==> src/rtl/gs_sweep_if.sv <==
// gs_sweep_if: row-store, core and x-update buses between the sweep scheduler and its environment.
interface gs_sweep_if;
  logic         o_row_req;
  logic [2:0]   o_row_idx;
  logic         i_row_valid;
  logic [55:0]  i_row_a;
  logic [7:0]   i_row_b;
  logic [31:0]  i_row_adown;
  logic         o_core_rst;
  logic         o_core_valid;
  logic [55:0]  o_core_a;
  logic [7:0]   o_core_b;
  logic [31:0]  o_core_adown;
  logic [223:0] o_core_x;
  logic         i_core_ovalid;
  logic [31:0]  i_core_xnext;
  logic         o_x_wr;
  logic [2:0]   o_x_idx;
  logic [31:0]  o_x_data;
  modport master (
    output o_row_req, o_row_idx, o_core_rst, o_core_valid, o_core_a, o_core_b,
           o_core_adown, o_core_x, o_x_wr, o_x_idx, o_x_data,
    input  i_row_valid, i_row_a, i_row_b, i_row_adown, i_core_ovalid, i_core_xnext
  );
  modport slave (
    input  o_row_req, o_row_idx, o_core_rst, o_core_valid, o_core_a, o_core_b,
           o_core_adown, o_core_x, o_x_wr, o_x_idx, o_x_data,
    output i_row_valid, i_row_a, i_row_b, i_row_adown, i_core_ovalid, i_core_xnext
  );
endinterface

==> src/rtl/gs_sweep_scheduler.sv <==
// gs_sweep_scheduler: sequences the single-row Gauss-Seidel core over 8 unknowns for i_iters sweeps.
// GS_CONVERGE_EN adds i_tol/o_converged and ends the job early once a whole sweep stays within tolerance.
module gs_sweep_scheduler #(
  parameter int N      = 8,
  parameter int ITER_W = 8
) (
  input  logic              i_clk,
  input  logic              i_reset,
  input  logic              i_start,
  input  logic [ITER_W-1:0] i_iters,
`ifdef GS_CONVERGE_EN
  input  logic [31:0]       i_tol,
  output logic              o_converged,
`endif
  output logic              o_busy,
  output logic              o_done,
  gs_sweep_if.master        io_bus
);
  if (N != 8) begin : g_n_check
    $error("gs_sweep_scheduler: N must be 8");
  end
  typedef enum logic [2:0] {IDLE, FETCH, LAUNCH, WAIT, WRITE, DONE} state_t;
  state_t              r_state, w_next;
  logic [31:0]         r_x [0:N-1];
  logic [2:0]          r_row;
  logic [ITER_W-1:0]   r_sweep, r_iters, w_sweep_inc;
  logic                r_core_rst;
  logic [55:0]         r_core_a;
  logic [7:0]          r_core_b;
  logic [31:0]         r_core_adown, w_x_old;
  logic [223:0]        r_core_x, w_xpack;
  logic                w_last;
  assign w_sweep_inc = r_sweep + 1'b1;
  assign w_x_old     = r_x[r_row];
  // Off-diagonal x values skip the current row, lowest index in the top word.
  for (genvar k = 0; k < 7; k++) begin : g_pack
    assign w_xpack[223-32*k -: 32] = (r_row > 3'(k)) ? r_x[k] : r_x[k+1];
  end
`ifdef GS_CONVERGE_EN
  logic        r_conv, r_converged, w_conv_next;
  logic [32:0] w_diff, w_abs;
  assign w_diff      = {io_bus.i_core_xnext[31], io_bus.i_core_xnext} - {w_x_old[31], w_x_old};
  assign w_abs       = w_diff[32] ? -w_diff : w_diff;
  assign w_conv_next = r_conv && (w_abs <= {1'b0, i_tol});
  assign w_last      = (r_row == 3'd7) && ((w_sweep_inc == r_iters) || w_conv_next);
  assign o_converged = r_converged;
  always_ff @(posedge i_clk or posedge i_reset) begin
    if (i_reset) begin
      r_conv      <= 1'b1;
      r_converged <= 1'b0;
    end else if (r_state == IDLE && i_start) begin
      r_conv      <= 1'b1;
      r_converged <= 1'b0;
    end else if (r_state == WRITE) begin
      r_conv <= (r_row == 3'd7) ? 1'b1 : w_conv_next;
      if (w_last) r_converged <= w_conv_next;
    end
  end
`else
  assign w_last = (r_row == 3'd7) && (w_sweep_inc == r_iters);
`endif
  always_comb begin
    w_next = r_state;
    case (r_state)
      IDLE:    if (i_start) w_next = (i_iters == '0) ? DONE : FETCH;
      FETCH:   if (io_bus.i_row_valid) w_next = LAUNCH;
      LAUNCH:  w_next = WAIT;
      WAIT:    if (io_bus.i_core_ovalid) w_next = WRITE;
      WRITE:   w_next = w_last ? DONE : FETCH;
      DONE:    w_next = IDLE;
      default: w_next = IDLE;
    endcase
  end
  always_ff @(posedge i_clk or posedge i_reset) begin
    if (i_reset) begin
      r_state      <= IDLE;
      r_row        <= '0;
      r_sweep      <= '0;
      r_iters      <= '0;
      r_core_rst   <= 1'b1;
      r_core_a     <= '0;
      r_core_b     <= '0;
      r_core_adown <= '0;
      r_core_x     <= '0;
      for (int k = 0; k < N; k++) r_x[k] <= '0;
    end else begin
      r_state    <= w_next;
      r_core_rst <= (w_next == IDLE) || (w_next == WRITE) || (w_next == DONE);
      if (r_state == IDLE && i_start) begin
        r_iters <= i_iters;
        r_row   <= '0;
        r_sweep <= '0;
        for (int k = 0; k < N; k++) r_x[k] <= '0;
      end
      if (r_state == FETCH && io_bus.i_row_valid) begin
        r_core_a     <= io_bus.i_row_a;
        r_core_b     <= io_bus.i_row_b;
        r_core_adown <= io_bus.i_row_adown;
        r_core_x     <= w_xpack;
      end
      if (r_state == WRITE) begin
        r_x[r_row] <= io_bus.i_core_xnext;
        r_row      <= r_row + 3'd1;
        if (r_row == 3'd7) r_sweep <= w_sweep_inc;
      end
    end
  end
  assign o_busy              = (r_state != IDLE) && (r_state != DONE);
  assign o_done              = r_state == DONE;
  assign io_bus.o_row_req    = r_state == FETCH;
  assign io_bus.o_row_idx    = r_row;
  assign io_bus.o_core_rst   = r_core_rst;
  assign io_bus.o_core_valid = r_state == LAUNCH;
  assign io_bus.o_core_a     = r_core_a;
  assign io_bus.o_core_b     = r_core_b;
  assign io_bus.o_core_adown = r_core_adown;
  assign io_bus.o_core_x     = r_core_x;
  assign io_bus.o_x_wr       = r_state == WRITE;
  assign io_bus.o_x_idx      = r_row;
  assign io_bus.o_x_data     = io_bus.i_core_xnext;
endmodule
==> src/flat_wrapper.sv <==
// flat-port wrapper written by rule: the top's interface ports become plain ports
module gs_sweep_scheduler_flat 
#(
  parameter int N      = 8,
  parameter int ITER_W = 8
)
  (i_clk, i_reset, i_start, i_iters, o_busy, o_done, io_bus_o_row_req, io_bus_o_row_idx, io_bus_o_core_rst, io_bus_o_core_valid, io_bus_o_core_a, io_bus_o_core_b, io_bus_o_core_adown, io_bus_o_core_x, io_bus_o_x_wr, io_bus_o_x_idx, io_bus_o_x_data, io_bus_i_row_valid, io_bus_i_row_a, io_bus_i_row_b, io_bus_i_row_adown, io_bus_i_core_ovalid, io_bus_i_core_xnext);
  gs_sweep_if io_bus_i ();
  input  logic i_clk;
  input  logic i_reset;
  input  logic i_start;
  input  logic [ITER_W-1:0] i_iters;
  output logic o_busy;
  output logic o_done;
  output wire logic [$bits(io_bus_i.o_row_req)-1:0] io_bus_o_row_req;
  output wire logic [$bits(io_bus_i.o_row_idx)-1:0] io_bus_o_row_idx;
  output wire logic [$bits(io_bus_i.o_core_rst)-1:0] io_bus_o_core_rst;
  output wire logic [$bits(io_bus_i.o_core_valid)-1:0] io_bus_o_core_valid;
  output wire logic [$bits(io_bus_i.o_core_a)-1:0] io_bus_o_core_a;
  output wire logic [$bits(io_bus_i.o_core_b)-1:0] io_bus_o_core_b;
  output wire logic [$bits(io_bus_i.o_core_adown)-1:0] io_bus_o_core_adown;
  output wire logic [$bits(io_bus_i.o_core_x)-1:0] io_bus_o_core_x;
  output wire logic [$bits(io_bus_i.o_x_wr)-1:0] io_bus_o_x_wr;
  output wire logic [$bits(io_bus_i.o_x_idx)-1:0] io_bus_o_x_idx;
  output wire logic [$bits(io_bus_i.o_x_data)-1:0] io_bus_o_x_data;
  input wire logic [$bits(io_bus_i.i_row_valid)-1:0] io_bus_i_row_valid;
  input wire logic [$bits(io_bus_i.i_row_a)-1:0] io_bus_i_row_a;
  input wire logic [$bits(io_bus_i.i_row_b)-1:0] io_bus_i_row_b;
  input wire logic [$bits(io_bus_i.i_row_adown)-1:0] io_bus_i_row_adown;
  input wire logic [$bits(io_bus_i.i_core_ovalid)-1:0] io_bus_i_core_ovalid;
  input wire logic [$bits(io_bus_i.i_core_xnext)-1:0] io_bus_i_core_xnext;
  assign io_bus_o_row_req = io_bus_i.o_row_req;
  assign io_bus_o_row_idx = io_bus_i.o_row_idx;
  assign io_bus_o_core_rst = io_bus_i.o_core_rst;
  assign io_bus_o_core_valid = io_bus_i.o_core_valid;
  assign io_bus_o_core_a = io_bus_i.o_core_a;
  assign io_bus_o_core_b = io_bus_i.o_core_b;
  assign io_bus_o_core_adown = io_bus_i.o_core_adown;
  assign io_bus_o_core_x = io_bus_i.o_core_x;
  assign io_bus_o_x_wr = io_bus_i.o_x_wr;
  assign io_bus_o_x_idx = io_bus_i.o_x_idx;
  assign io_bus_o_x_data = io_bus_i.o_x_data;
  assign io_bus_i.i_row_valid = io_bus_i_row_valid;
  assign io_bus_i.i_row_a = io_bus_i_row_a;
  assign io_bus_i.i_row_b = io_bus_i_row_b;
  assign io_bus_i.i_row_adown = io_bus_i_row_adown;
  assign io_bus_i.i_core_ovalid = io_bus_i_core_ovalid;
  assign io_bus_i.i_core_xnext = io_bus_i_core_xnext;
  gs_sweep_scheduler #(.N(N), .ITER_W(ITER_W)) u_core (.i_clk(i_clk), .i_reset(i_reset), .i_start(i_start), .i_iters(i_iters), .o_busy(o_busy), .o_done(o_done), .io_bus(io_bus_i));
endmodule
==> config.mk <==
export PLATFORM = sky130hd
export DESIGN_NAME = gs_sweep_scheduler_flat
export DESIGN_NICKNAME = d
export VERILOG_FILES = /design/src/rtl/gs_sweep_if.sv /design/src/rtl/gs_sweep_scheduler.sv /design/src/flat_wrapper.sv
export SDC_FILE = /design/constraint.sdc
export NUM_CORES = 1
export LEC_CHECK = 0
export BUFFER_PORTS_ARGS = -buffer_cell sky130_fd_sc_hd__buf_2
export CAP_MARGIN = 20
export CORE_UTILIZATION = 60
export CTS_CLUSTER_DIAMETER = 200
export DETAILED_ROUTE_END_ITERATION = 16
export GPL_TIMING_DRIVEN = 1
export PLACE_DENSITY = 0.84
export SKIP_LAST_GASP = 1
export SYNTH_ARGS = -nofsm -noshare
export SYNTH_HDL_FRONTEND = slang
export SYNTH_SLANG_ARGS = --single-unit
==> constraint.sdc <==
create_clock -name i_clk -period 47.5 [get_ports i_clk]
set_input_delay 9.5 -clock i_clk [delete_from_list [all_inputs] [get_ports i_clk]]
set_output_delay 9.5 -clock i_clk [all_outputs]
set_load 0.005 [all_outputs]
==> results list <==
- The flow ran to the end, and the final reports show no timing, DRC or antenna violations.
- At the end of the flow the core is filled with cells to 71.5%.
- Counting flops with a built-in enable in the synthesized netlist gives 0.
- Post-synthesis average cell area: 10.1 um2
- Chip Height: 209 um
- Total routed wirelength: 78500 um
- Static timing analysis puts the maximum clock frequency at 0.0516 GHz.
- Largest fanout on the critical path: 9
- In this run the power density over the cells is 62.6 nW/um2.
- After floorplanning, the core was divided into 75 placement rows.
- Clock Tree Root: sky130_fd_sc_hd__clkbuf_16
* Rel. slew slack: 2.87%
* Share of power burned in combinational logic: 31.3%
- Summed over all nets, the switching power comes to 653 uW.
* Kind of launch point of the worst setup path: primary input
- STA classifies the critical path endpoint as an output pin.
* Reg power frac: 42.2%
* Hold wc startpoint: u_core.io_bus.o_core_a[54]
* Most frequent cell after synthesis: sky130_fd_sc_hd__dfrtp_1
- Across all layers, the routed design uses 20.5k vias.
- Global-route wire length before repair: 119000 um
- Synth-to-Final Area Change: 17.2%
- First-pass DRT Iterations: 6
* Starting density of the core: 61.0%
- Synthesis handed over a netlist of 2533 instances.
- The critical path contains buffers and inverters numbering 2 combined.
- Cell seen most often among critical-path stages: sky130_fd_sc_hd__buf_2
- Setup repair after global routing missed its margin: false
* Critical path class: in -> out
- Drc violations: 0
- By count the netlist is led by sky130_fd_sc_hd__dfrtp_1 (598), sky130_fd_sc_hd__nand2_1 (553), sky130_fd_sc_hd__nor2_1 (239).
- Register-to-Register Path Depth: 6
- Net count of the mapped netlist: 2680
- After layout, the minimum clock period comes to 19.37 ns.
* Period utilization: 40.8%
- Number of stages on the worst hold path: 1
- For the worst-skew pair, the clock arrives at the later sink with an insertion delay of 0.63 ns.
- CTS hold repair buffers: 0
- Sequential cell area fraction in the yosys report: 58.3%
* Worst R2R End: u_core.io_bus.o_core_a[51]
* Setup slack of the worst register-to-register path: 43.31 ns
- Top area cells in the synthesized netlist: sky130_fd_sc_hd__dfrtp_1 (58%), sky130_fd_sc_hd__mux2i_1 (8.7%), sky130_fd_sc_hd__nand2_1 (8.1%), sky130_fd_sc_hd__a21oi_1 (4.5%), sky130_fd_sc_hd__mux2_2 (4.2%)
* Gpl congestion: 0.921
- After clock tree synthesis, the clock-pin slew on the worst setup and hold paths is 0.06 ns.
- Inserted Clock Buffers: 59
- The slowest stage of the critical path is the sky130_fd_sc_hd__buf_2 cell.
- After the first detailed-routing iteration, the DRC count stood at 2276.
* Area of the mapped netlist: 25700 um2
- Largest clock skew in the final design: 0.0258 ns
- Of the post-synthesis cell area, the dominant cell type holds 58.2%.
* Port-buffer cells: 504
- Final-layout setup total negative slack: 0 ns
- The Yosys step of the flow raised 0 warnings.
- Most used flip-flop cell after synthesis: sky130_fd_sc_hd__dfrtp_1
* Fraction of synthesis flops using an asynchronous set or reset pin: 100%
- Net count of the finished layout: 3036
- Entering global routing, the biggest net connects 257 pins.
- In this run switching power makes up 34.6% of total power.
- Critical Path, Cell by Cell: buf_2 -> buf_2
- In this run the remaining antenna-violating nets after routing total 0.
- Buffers added to address setup during post-CTS repair amount to 0.
* Final HPWL from detailed placement: 51700 um
* Terminating pin of the worst hold path: u_core.io_bus.o_core_a[54]
- Family with the most delay on the worst path: buffers and inverters
* Actual transition at the worst max-transition pin: 1.46 ns
* Number of violations of the max-capacitance limit: 0
- The clock passes through at most 3 buffers.
* Worst setup path start: io_bus_i_core_xnext[7]
- The floorplan step defined a core boundary enclosing 42100 um2.
- Top-level I/O count: 505
- The via count of the first global-routing pass came to 20.7k.
- Cell internal power was estimated by the tool at 1230 uW.
- GRT Total Usage: 35.9%
- Global routing finished with a remaining overflow of 0.
* Number of sinks driven by the clock tree: 599
* Arrival time reported for the critical path endpoint: 9.87 ns
* Width of the die: 209 um
- Dividing the detail-routed wire length by the instance count gives 22.6 um.
- Post-cts gate resize count: 0
* Relative contribution of the clock network to total power: 26.5%
- Maximum cell stage delay along the critical path: 0.21 ns
* TritonCTS clock tree: built
- Post-synth top area cell: sky130_fd_sc_hd__dfrtp_1
* Data required time at the worst endpoint: 38.00 ns
- Setup violations remaining at the end of the flow were counted as 0.
* Type of the worst min-delay path: reg -> reg
- Cells with a size suffix above 1 make up 26.0% of the layout.
- The netlist uses 56 different library cells.
* Leakage power of the design: 0.0153 uW
- The final count of hold timing violations is 0.
- Per-cell via count in the routed design: 5.89
- In this run the critical register-to-register path is launched from u_core.r_state[0].
* #FFs+latches synth: 599
- Pins Over Slew Limit: 0
* H-tree depth: 2
* Full die area: 43700 um2
- The initial antenna violation count is 0.
- Across the VDD grid, the largest voltage drop is 49.0 uV.
==> state kept, by name (all words and copies together) (netlist names) <==
signal,count
u_core.r_x,256
u_core.io_bus.o_core_x,224
u_core.io_bus.o_core_a,56
u_core.io_bus.o_core_adown,32
u_core.io_bus.o_core_b,8
u_core.r_iters,8
u_core.r_sweep,8
u_core.io_bus.o_row_idx,3
u_core.r_state,3
u_core.io_bus.o_core_rst,1
==> power groups by stage <==
stage | combinational [uW] | sequential (uW) | clock, uW
2_1_floorplan | 320 | 791 | 0
3_3_place_gp | 567 | 790 | 0
3_5_place_dp | 586 | 799 | 0
4_1_cts | 590 | 793 | 503
5_1_grt | 643 | 813 | 525
6_report | 590 | 796 | 500
==> layer usage <==
layer / part of all wire [%] / global-route usage (%)
met2: 49 / 59.1
met5: 0 / 0
met1: 35 / 41.2
met3: 8.1 / 8.49
met4: 8.0 / 26.5
==> through the flow <==
step	cell area, um2	hold WS [ns]	instances	worst slack [ns]	power [uW]
final	30100	0.500	3478	28.13	1890
after floorplan	25700	0.454	2533	21.24	1110
after CTS	30100	0.503	3476	28.12	1890
after global placement	28000	0.484	3366	28.15	1360
after detailed placement	28000	0.489	3366	28.13	1380
after global routing	30100	0.513	3477	28.11	1980
==> how the worst max path moves through the flow <==
| stage | to | cells after the start |
|---|---|---|
| 2_1_floorplan | u_core.io_bus.o_core_a[0] | 1 |
| 3_3_place_gp | io_bus_o_x_data[10] | 2 |
| 3_5_place_dp | io_bus_o_x_data[10] | 2 |
| 4_1_cts | io_bus_o_x_data[12] | 2 |
| 5_1_grt | io_bus_o_x_data[12] | 2 |
| 6_report | io_bus_o_x_data[7] | 2 |
==> logic make-up after synthesis <==
group	synth area share [%]
AND/OR/NAND/NOR	14.1
flip-flops	58.3
AO/OA/AOI/OAI	9.03
multiplexers	12.9
buffers and inverters	4.99
XOR/XNOR	0.273
adder cells (fa/ha/maj)	0.292
==> layout make-up <==
| type | instances | area (um2) |
|---|---|---|
| inverters | 6 | 30.0 |
| repair buffers | 537 | 2820 |
| multi-input cells | 1686 | 9500 |
| well taps | 539 | 674 |
| clock inverters | 24 | 324 |
| clock buffers | 86 | 1780 |
| fillers | 2960 | 12000 |
| flip-flops and latches | 599 | 15000 |
| diodes | 1 | 2.50 |
==> placed cells by master (no fill, tap or decap), drive strengths merged, types with 2 or more instances in the layout <==
cell type,netlist,routed
nand2b,4,4
a21oi,231,231
xnor2,4,4
and4,2,2
dfrtp,598,598
nor4b,2,2
and2,3,3
and2b,3,3
mux2i,224,224
ha,6,6
nand2,554,554
xor2,4,4
nor3,3,3
inv,6,8
o21ai,205,205
bufinv,0,7
or3,2,2
nor3b,2,2
nor4,5,5
clkbuf,67,86
and3,2,2
o41ai,2,2
nand3,72,72
buf,175,537
clkinvlp,0,4
a22o,2,2
nor2,240,240
a31oi,3,3
clkinv,0,11
mux2,96,96
Note: power is estimated with default switching activity, not from simulation.
